[src/rtl/std_lane_pkg.sv]
// Shared definitions for the STD-to-PE lane buffer: the cntl encodings and the
// framing state machine's state type and transition helpers.
package std_lane_pkg;

  localparam logic [1:0] STD_CNTL_MOD     = 2'b00;
  localparam logic [1:0] STD_CNTL_SOD     = 2'b01;
  localparam logic [1:0] STD_CNTL_EOD     = 2'b10;
  localparam logic [1:0] STD_CNTL_SOD_EOD = 2'b11;

  typedef enum logic {
    FRM_IDLE   = 1'b0,
    FRM_IN_MSG = 1'b1
  } frm_state_t;

  // An illegal beat still moves the FSM: SOD/SOD_EOD always restart the message.
  function automatic frm_state_t frm_next(input frm_state_t st, input logic [1:0] code);
    frm_state_t nxt;
    nxt = st;
    case (code)
      STD_CNTL_SOD:     nxt = FRM_IN_MSG;
      STD_CNTL_SOD_EOD: nxt = FRM_IDLE;
      STD_CNTL_EOD:     nxt = FRM_IDLE;
      default:          nxt = st;
    endcase
    return nxt;
  endfunction

  function automatic logic frm_is_err(input frm_state_t st, input logic [1:0] code);
    logic err;
    if (st == FRM_IDLE)
      err = (code == STD_CNTL_MOD) || (code == STD_CNTL_EOD);
    else
      err = (code == STD_CNTL_SOD) || (code == STD_CNTL_SOD_EOD);
    return err;
  endfunction

endpackage

[src/rtl/std_lane_strm_fifo.sv]
// One stream of the lane buffer: skid FIFO with registered ready, framing
// checker on accepted beats, and sticky overflow/framing status.
// Handshake: a beat moves on the input side whenever in_valid is high and there
// is room (or a pop frees room the same cycle); it moves on the output side when
// out_valid && out_ready. in_ready is advisory flow control only.
module std_lane_strm_fifo
  import std_lane_pkg::*;
#(
  parameter int DATA_W   = 32,
  parameter int CNTL_W   = 2,
  parameter int DEPTH    = 4,
  parameter int ERRCNT_W = 8
) (
  input  logic                clk,
  input  logic                reset,
  input  logic                in_valid,
  input  logic [CNTL_W-1:0]   in_cntl,
  input  logic [DATA_W-1:0]   in_data,
  input  logic [DATA_W-1:0]   in_mask,
  output logic                in_ready,
  output logic                out_valid,
  output logic [CNTL_W-1:0]   out_cntl,
  output logic [DATA_W-1:0]   out_data,
  output logic [DATA_W-1:0]   out_mask,
  input  logic                out_ready,
  input  logic                err_clear,
  output logic                err_overflow,
  output logic                err_framing,
  output logic [ERRCNT_W-1:0] err_framing_cnt,
  output logic                frm_state_dbg
);

  localparam int AW = $clog2(DEPTH);
  localparam logic [AW:0] FULL_CNT = (AW+1)'(DEPTH);
  localparam logic [AW:0] RDY_LIM  = (AW+1)'(DEPTH - 2);

  typedef struct packed {
    logic [CNTL_W-1:0] cntl;
    logic [DATA_W-1:0] data;
    logic [DATA_W-1:0] mask;
  } std_beat_t;

  std_beat_t     mem [DEPTH];
  logic [AW-1:0] wr_ptr, rd_ptr;
  logic [AW:0]   count, count_nxt;
  frm_state_t    frm_state;
  logic          full, push, pop, ovf_evt, frm_err;
  logic [1:0]    code;

  assign code      = in_cntl[1:0];
  assign full      = (count == FULL_CNT);
  assign out_valid = (count != '0);
  assign pop       = out_valid & out_ready;
  assign push      = in_valid & (~full | pop);
  assign ovf_evt   = in_valid & full & ~pop;
  assign frm_err   = push & frm_is_err(frm_state, code);

  assign out_cntl      = mem[rd_ptr].cntl;
  assign out_data      = mem[rd_ptr].data;
  assign out_mask      = mem[rd_ptr].mask;
  assign frm_state_dbg = (frm_state == FRM_IN_MSG);

  always_comb begin
    count_nxt = count;
    if (push && !pop)      count_nxt = count + 1'b1;
    else if (pop && !push) count_nxt = count - 1'b1;
  end

  always_ff @(posedge clk) begin
    if (push) mem[wr_ptr] <= '{cntl: in_cntl, data: in_data, mask: in_mask};
  end

  // Ready leaves one slot of skid for a sender that reacts a cycle late.
  always_ff @(posedge clk) begin
    if (reset) begin
      count     <= '0;
      wr_ptr    <= '0;
      rd_ptr    <= '0;
      in_ready  <= 1'b0;
      frm_state <= FRM_IDLE;
    end else begin
      count    <= count_nxt;
      in_ready <= (count_nxt <= RDY_LIM);
      if (push) begin
        wr_ptr    <= wr_ptr + 1'b1;
        frm_state <= frm_next(frm_state, code);
      end
      if (pop) rd_ptr <= rd_ptr + 1'b1;
    end
  end

  // A new error in the clearing cycle survives the clear.
  always_ff @(posedge clk) begin
    if (reset) begin
      err_overflow    <= 1'b0;
      err_framing     <= 1'b0;
      err_framing_cnt <= '0;
    end else if (err_clear) begin
      err_overflow    <= ovf_evt;
      err_framing     <= frm_err;
      err_framing_cnt <= {{(ERRCNT_W-1){1'b0}}, frm_err};
    end else begin
      err_overflow <= err_overflow | ovf_evt;
      err_framing  <= err_framing | frm_err;
      if (frm_err && !(&err_framing_cnt)) err_framing_cnt <= err_framing_cnt + 1'b1;
    end
  end

endmodule

[src/rtl/std_pe_lane_buffer.sv]
// Stack-bus downstream lane buffer: NUM_STRM independent stream FIFOs between
// the STD lane drivers and one PE lane's streaming-ops inputs.
module std_pe_lane_buffer
  import std_lane_pkg::*;
#(
  parameter int NUM_STRM = 2,
  parameter int DATA_W   = 32,
  parameter int CNTL_W   = 2,
  parameter int DEPTH    = 4,
  parameter int ERRCNT_W = 8
) (
  input  logic                         clk,
  input  logic                         reset,
  input  logic [NUM_STRM-1:0]          std__pe__lane_valid,
  input  logic [NUM_STRM*CNTL_W-1:0]   std__pe__lane_cntl,
  input  logic [NUM_STRM*DATA_W-1:0]   std__pe__lane_data,
  input  logic [NUM_STRM*DATA_W-1:0]   std__pe__lane_data_mask,
  output logic [NUM_STRM-1:0]          pe__std__lane_ready,
  output logic [NUM_STRM-1:0]          lane__pe__valid,
  output logic [NUM_STRM*CNTL_W-1:0]   lane__pe__cntl,
  output logic [NUM_STRM*DATA_W-1:0]   lane__pe__data,
  output logic [NUM_STRM*DATA_W-1:0]   lane__pe__data_mask,
  input  logic [NUM_STRM-1:0]          pe__lane__ready,
  input  logic                         err_clear,
  output logic [NUM_STRM-1:0]          err_overflow,
  output logic [NUM_STRM-1:0]          err_framing,
  output logic [NUM_STRM*ERRCNT_W-1:0] err_framing_cnt,
  output logic [NUM_STRM-1:0]          frm_state_dbg
);

  for (genvar s = 0; s < NUM_STRM; s++) begin : g_strm
    std_lane_strm_fifo #(
      .DATA_W   (DATA_W),
      .CNTL_W   (CNTL_W),
      .DEPTH    (DEPTH),
      .ERRCNT_W (ERRCNT_W)
    ) u_fifo (
      .clk             (clk),
      .reset           (reset),
      .in_valid        (std__pe__lane_valid[s]),
      .in_cntl         (std__pe__lane_cntl[s*CNTL_W +: CNTL_W]),
      .in_data         (std__pe__lane_data[s*DATA_W +: DATA_W]),
      .in_mask         (std__pe__lane_data_mask[s*DATA_W +: DATA_W]),
      .in_ready        (pe__std__lane_ready[s]),
      .out_valid       (lane__pe__valid[s]),
      .out_cntl        (lane__pe__cntl[s*CNTL_W +: CNTL_W]),
      .out_data        (lane__pe__data[s*DATA_W +: DATA_W]),
      .out_mask        (lane__pe__data_mask[s*DATA_W +: DATA_W]),
      .out_ready       (pe__lane__ready[s]),
      .err_clear       (err_clear),
      .err_overflow    (err_overflow[s]),
      .err_framing     (err_framing[s]),
      .err_framing_cnt (err_framing_cnt[s*ERRCNT_W +: ERRCNT_W]),
      .frm_state_dbg   (frm_state_dbg[s])
    );
  end

endmodule

[config.mk]
export PLATFORM = sky130hd
export DESIGN_NAME = std_pe_lane_buffer
export DESIGN_NICKNAME = d
export VERILOG_FILES = /design/src/rtl/std_lane_pkg.sv /design/src/rtl/std_lane_strm_fifo.sv /design/src/rtl/std_pe_lane_buffer.sv
export SDC_FILE = /design/constraint.sdc
export NUM_CORES = 1
export LEC_CHECK = 0
export CORE_MARGIN = 1.5
export CORE_UTILIZATION = 50
export CTS_CLUSTER_SIZE = 24
export DETAILED_ROUTE_END_ITERATION = 8
export HOLD_SLACK_MARGIN = 0.08
export PLACE_DENSITY = 0.74
export SYNTH_ARGS = -nofsm -noshare
export SYNTH_HDL_FRONTEND = slang
export SYNTH_HIERARCHICAL = 1
export SYNTH_SLANG_ARGS = --single-unit
[constraint.sdc]
create_clock -name clk -period 6.9 [get_ports clk]
set_input_delay 1.38 -clock clk [delete_from_list [all_inputs] [get_ports clk]]
set_output_delay 1.38 -clock clk [all_outputs]
set_load 0.1 [all_outputs]
==> results.yml, run 1 <==
status:
  status: "finished clean"
cts:
  post_cts_buffers: 0
  cts_root_buf: "clkbuf_16"
  cts_buffers: 56
  clock_latency_ps: 590
  clkSlewWorstSetupHoldPaths_ps: 60
  hold_buffers: 0
  clock-sinks: 570
  htreeDepth: 2
  cts_resized: 0
  cts_buffer_depth: 3
  cts_tree: "yes"
layout:
  final_nets: 1449
  final_cells: 1878
  design_area_um2: 26680
  fillers: 2875
  drive_above_1_share_pct: 18.64
  multi_input_area_um2: 4408
  regArea_um2: 16710
  area_growth_pct: 24.80
routing:
  avgViaCountPerCell: 5.582
  first_pass_iters: 5
  ant_nets: 0
  vias: 10480
  wl_per_cell_um: 22.57
  post-route-drc-count: 0
  initialDrtViolationCount: 714
  drt-total-wl_mm: 42.39
power_and_ir_drop:
  p_sw_w: 0.003179
  share_comb_of_total_power_pct: 26.8
  internal_power_w: 0.006348
  clkPwrFrac_pct: 30.2
  p_per_area_nw_per_um2: 357.1
  power.leakage_nw: 8.540
  sequentialPowerShare_pct: 43.0
  peakVddDrop_mv: 0.2517
  switching_share_pct: 33.37
run:
  maxCapViolations: 0
timing:
  timing.final.crit_share_pct: 72.09
  rsz0062_at_grt: "false"
  tns_ps: 0
  fmax_mhz: 201.0
  fin_worst_skew_ps: 13.19
  setup_violations: 0
  min_period_ps: 4974
  max_slew_margin_pct: 27.41
  hold_viol_final: 0
  slew_violations: 0
  worst_slew_pin_slew_ps: 1085
place:
  dp.cells: 1775
  place_area_um2: 24930
  gp_congestion: 0.7918
  numPortBuffers: 296
  dp_hpwl_mm: 26.17
global_route:
  grt_pass1_vias: 10910
  overflow: 0
  grt_use_total_pct: 19.41
  antenna_found_initial: 6
  grt_pass1_wl_mm: 64.18
  grt_max_degree: 67
floorplan:
  initial_core_util_pct: 50.85
  die_w_um: 209.8
  rows: 75
  die_h_um: 209.8
  core-area_um2: 42040
  die_area_um2: 44000
  ios: 297
yosys:
  seq_area_frac_synth_pct: 78.11
  synthFlopType: "edfxtp_1"
  syn_inst: 966
  synth_fp_nets: 1121
  synth_top_area_cell: "edfxtp_1"
  synth_edf_count: 528
  synth_top_area_share_pct: 74.17
  async_flop_share_pct: 0
  netlist_area_um2: 21380
  yosysWarnings: 6
  synth_seq_cells: 570
  synth.avg_cell_area_um2: 22.13
  synth.area.top_cells: "edfxtp_1 (74%), mux4_2 (14%), dfxtp_1 (3.9%)"
  synth_cell_type_count: 59
worst_setup_path:
  crit_fanout: 32
  critPathArrivalTime_ps: 3590
  cp-end-kind: "primary output"
  path_cells: "buf_4 > mux4_2 > clkdlybuf4s50_1"
  slowest_delay_ps: 990
  start_kind: "flop"
  required_ps: 5520
  crit_slowest_cell: "clkdlybuf4s50_1"
  worst-setup-path-type: "flop to primary output"
min_path:
  min_path_type: "flop to flop"
## metrics by stage
step	hold WS [ps]	util, %	total power, W	setup slack (ps)
2_1_floorplan	484.7	-	0.006102	3215
5_1_grt	498.7	63.46	0.009822	1683
6_report	473.3	63.46	0.009527	1926
4_1_cts	475.7	63.44	0.009633	1798
3_3_place_gp	461.1	59.30	0.006718	2456
3_5_place_dp	463.8	59.30	0.006743	2461
## worst max-delay path, delay by kind of cell, from the launching register on
family | cells | cell delay [ps]
buffers and inverters | 2 | 1560
flip-flops | 1 | 790
multiplexers | 1 | 610
## routing by layer
metal / GRT usage [%] / part of all wire, %
met5: 0 / 0.071
met2: 31.91 / 50
met4: 5.954 / 2.4
met1: 25.68 / 41
met3: 5.043 / 6.2
## kinds of logic after synthesis
kind of cell / count (synthesis) / synth area share [%]
and+or+nand+nor: 113 / 3.108
DFF: 570 / 78.11
adders and majority gates: 16 / 0.9365
AOI/OAI and AO/OA: 63 / 2.049
xor gates and xnor gates: 8 / 0.3629
buffers and inverters: 59 / 1.294
muxes: 137 / 14.14
## power by group through the flow
stage               logic, W  registers, W  clock network (W)
floorplan            0.00197       0.00414                  0
global placement     0.00255       0.00416                  0
detailed placement   0.00257       0.00417                  0
CTS                  0.00258       0.00410            0.00295
global route         0.00263       0.00412            0.00307
finish               0.00255       0.00409            0.00288
## layout by cell type, fill, tap and decap left out, types with 9 or more instances in the layout
| master | Yosys | routed |
|---|---|---|
| edfxtp_1 | 528 | 528 |
| clkdlybuf4s50_1 | 0 | 296 |
| mux4_2 | 132 | 132 |
| clkbuf_16 | 0 | 59 |
| dfxtp_1 | 42 | 38 |
| nor2_1 | 26 | 26 |
| inv_1 | 18 | 18 |
| a21oi_1 | 18 | 18 |
| clkbuf_1 | 8 | 16 |
| ha_1 | 16 | 16 |
| nand2_1 | 15 | 15 |
| buf_4 | 4 | 15 |
| nand3_1 | 13 | 13 |
| clkinv_2 | 0 | 12 |
| and3_2 | 5 | 9 |
## cell type report
type                            count  share of cell area, %
Sequential cell                   570                  62.62
Multi-Input combinational cell    337                  16.52
Timing Repair Buffer              311                  11.53
Clock buffer                       77                  5.863
Tap cell                          539                  2.528
Clock inverter                     23                 0.6519
Inverter                           18                 0.2533
Antenna cell                        3                0.02814
## Yosys cell counts, drive strengths merged (3+ instances only)
cell / count
edfxtp: 528
mux4: 132
dfxtp: 42
buf: 33
nor2: 26
a21oi: 18
inv: 18
ha: 16
nand2: 15
nand3: 14
and3: 12
clkbuf: 8
nand2b: 8
o21ai: 7
a211oi: 6
nand3b: 6
mux2i: 5
nor2b: 5
o31ai: 5
a21boi: 4
nand4: 4
or4: 4
xnor2: 4
xor2: 4
a311oi: 3
o211ai: 3
or2: 3
## registers in the layout, summed over array words and instances, names as in the netlist, named ones only
register                       cells
g_strm.u_fifo/in_ready             2
g_strm.u_fifo/count                6
g_strm.u_fifo/err_framing_cnt     16
g_strm.u_fifo/wr_ptr               4
g_strm.u_fifo/mem                528
g_strm.u_fifo/err_overflow         2
g_strm.u_fifo/err_framing          2
g_strm.u_fifo/rd_ptr               4
g_strm.u_fifo/frm_state_dbg        2
## path summary, 6_finish.rpt
kind	end	from	depth (start not counted)	slack [ps]
hold / removal	g_strm[1].u_fifo/err_framing$_SDFF_PP0_	g_strm[1].u_fifo/err_framing$_SDFF_PP0_	2	470
setup / recovery	lane__pe__data[35]	flop	3	1930
hold reg to reg	g_strm[1].u_fifo/err_framing$_SDFF_PP0_	g_strm[1].u_fifo/err_framing$_SDFF_PP0_	2	470
setup reg to reg	g_strm[1].u_fifo/mem[0][55]$_DFFE_PP_	g_strm[1].u_fifo/count[1]$_SDFF_PP0_	5	4060
Power figures use the tool's default switching activity.
==> run 2, diff against run 1 <==
==> constraint.sdc (replaced) <==
create_clock -name clk -period 4.7 [get_ports clk]
set_input_delay 0.94 -clock clk [delete_from_list [all_inputs] [get_ports clk]]
set_output_delay 0.94 -clock clk [all_outputs]
set_load 0.1 [all_outputs]
==> run 2 against run 1 <==
Against the previous run: global-route usage is 0.38 points lower; worst hold slack better by 1.3 ps; largest cell class unchanged; clock power is 46% higher; critical path depth stayed put; core utilization hardly changed; critical endpoint is now lane__pe__data_mask[21]; register-to-register slack worse by 1700 ps; highest routed layer unchanged; routed wire length is 1.1% lower; total power is 46% higher; die area stayed put; non-clock buffer count is 6 higher.
==> results.yml, run 2 (synthesized netlist as in run 1, its figures left out) <==
floorplan:
  initial_core_util_pct: 50.85
  die_w_um: 209.8
  die_h_um: 209.8
  core-area_um2: 42040
  die_area_um2: 44000
  ios: 297
  rows: 75
global_route:
  grt_use_total_pct: 19.03
  grt_max_degree: 67
  grt_pass1_vias: 10780
  overflow: 0
  grt_pass1_wl_mm: 63.15
  antenna_found_initial: 3
timing:
  fmax_mhz: 243.7
  finalHoldWorstSlack_ps: 474.7
  setup_violations: 0
  min_period_ps: 4104
  rsz0062_at_grt: "false"
  worst_slew_pin_slew_ps: 1073
  fin_worst_skew_ps: 18.42
  slew_violations: 0
  timing.final.crit_share_pct: 87.31
  tns_ps: 0
  setup_ws_ps: 596.4
  max_slew_margin_pct: 28.22
  hold_viol_final: 0
worst_setup_path:
  start_kind: "flop"
  reg2reg_setup_slack_ps: 2310
  slowest_delay_ps: 980
  endpoint: "lane__pe__data_mask[21]"
  critPathArrivalTime_ps: 3160
  required_ps: 3760
  r2r-end: "g_strm[1].u_fifo/mem[3][12]$_DFFE_PP_"
  cpLargestDelayFamily: "buffers and inverters"
  path_cells: "buf_4 > mux4_2 > clkdlybuf4s50_1"
  path_buf_inv: 2
  worstRegToRegCells: 5
  crit_fanout: 23
  cp-end-kind: "primary output"
  crit_cells: 3
  regToRegStartpoint: "g_strm[1].u_fifo/count[1]$_SDFF_PP0_"
  crit_slowest_cell: "clkdlybuf4s50_1"
  worst-setup-path-type: "flop to primary output"
layout:
  regMostFlops: "g_strm.u_fifo/mem"
  fillers: 2870
  regArea_um2: 16710
  largest_register_ffs: 528
  final_nets: 1455
  multi_input_area_um2: 4408
  mostFrequentLayoutCells: "edfxtp_1 (528), clkdlybuf4s50_1 (236), mux4_2 (132)"
  area_growth_pct: 24.83
  layout.cells.most_common: "edfxtp_1"
  drive_above_1_share_pct: 23.07
  reg_top3: "g_strm.u_fifo/mem (528), g_strm.u_fifo/err_framing_cnt (16), g_strm.u_fifo/count (6)"
  finalCoreUtilization_pct: 63.47
routing:
  initialDrtViolationCount: 735
  drt-total-wl_mm: 41.92
  wl_per_cell_um: 22.25
  vias: 10520
  post-route-drc-count: 0
  first_pass_iters: 5
  avgViaCountPerCell: 5.583
  ant_nets: 0
min_path:
  min_path_type: "flop to flop"
cts:
  cts_buffer_depth: 3
  cts_resized: 0
  clkSlewWorstSetupHoldPaths_ps: 60
  hold_buffers: 0
  cts_root_buf: "clkbuf_16"
  post_cts_buffers: 0
  cts_tree: "yes"
  htreeDepth: 2
  cts_buffers: 56
  clock_latency_ps: 600
  clock-sinks: 570
status:
  status: "finished clean"
power_and_ir_drop:
  peakVddDrop_mv: 0.3288
  power.leakage_nw: 8.637
  p_per_area_nw_per_um2: 521.8
place:
  numPortBuffers: 296
  place_ws_ps: 1148
  gp_congestion: 0.8183
  dp_hpwl_mm: 26.36
run:
  maxCapViolations: 0
==> run 2: report_power, final <==
group | leakage [nW] | internal (W) | switching [W]
clock network | 0.827 | 0.00241 | 0.00179
logic | 2.62 | 0.00102 | 0.00273
registers | 5.19 | 0.00584 | 0.000131
==> run 2: metal layers <==
| metal | track usage (%) | part of all wire (%) | vias to the layer above |
|---|---|---|---|
| li1 | - | - | 4709 |
| met5 | 0 | 0.031 | - |
| met2 | 31.34 | 50 | 288 |
| met1 | 25.51 | 41 | 5465 |
| met4 | 4.838 | 1.8 | 2 |
| met3 | 4.998 | 6.4 | 55 |
==> run 2: how the worst min path moves through the flow <==
stage                                             startpoint                                       end  slack (ps)  cells after the start
finish              g_strm[0].u_fifo/err_overflow$_SDFF_PP0_  g_strm[0].u_fifo/err_overflow$_SDFF_PP0_         470                      2
global route         g_strm[0].u_fifo/err_framing$_SDFF_PP0_   g_strm[0].u_fifo/err_framing$_SDFF_PP0_         490                      2
CTS                 g_strm[0].u_fifo/err_overflow$_SDFF_PP0_  g_strm[0].u_fifo/err_overflow$_SDFF_PP0_         480                      2
detailed placement  g_strm[0].u_fifo/err_overflow$_SDFF_PP0_  g_strm[0].u_fifo/err_overflow$_SDFF_PP0_         470                      2
global placement    g_strm[0].u_fifo/err_overflow$_SDFF_PP0_  g_strm[0].u_fifo/err_overflow$_SDFF_PP0_         460                      2
floorplan            g_strm[0].u_fifo/rd_ptr[1]$_SDFFE_PP0N_                                      flop         480                      2
==> run 2: final cells by class <==
| cell class | instances | share of cell area (%) |
|---|---|---|
| Antenna cell | 1 | 0.009378 |
| Multi-Input combinational cell | 337 | 16.52 |
| Timing Repair Buffer | 317 | 11.60 |
| Clock buffer | 71 | 5.463 |
| Tap cell | 539 | 2.527 |
| Sequential cell | 570 | 62.61 |
| Inverter | 18 | 0.2532 |
| Clock inverter | 31 | 1.018 |
==> run 2: per-stage QoR <==
stage / area (um^2) / total power, W / instances
global placement: 24950 / 0.009831 / 1781
floorplan: 21380 / 0.008959 / 966
detailed placement: 24950 / 0.009867 / 1781
finish: 26680 / 0.01392 / 1884
global route: 26680 / 0.01436 / 1884
CTS: 26680 / 0.01407 / 1883
==> run 2: worst reg2reg max path: cells and delay by family, from the launching register on <==
family / cells / cell delay [ps]
buffers and inverters: 2 / 470
and+or+nand+nor: 2 / 870
DFF: 1 / 440
adders and majority gates: 1 / 310
==> run 3, diff against run 2 <==
--- a/config.mk
+++ b/config.mk
@@ -11,6 +11,7 @@
 export DETAILED_ROUTE_END_ITERATION = 8
 export HOLD_SLACK_MARGIN = 0.08
 export PLACE_DENSITY = 0.74
+export SLEW_MARGIN = 20
 export SYNTH_ARGS = -nofsm -noshare
 export SYNTH_HDL_FRONTEND = slang
 export SYNTH_HIERARCHICAL = 1
==> results of run 3 <==
The final DEF is identical to that of run 2; final timing and power are the same.
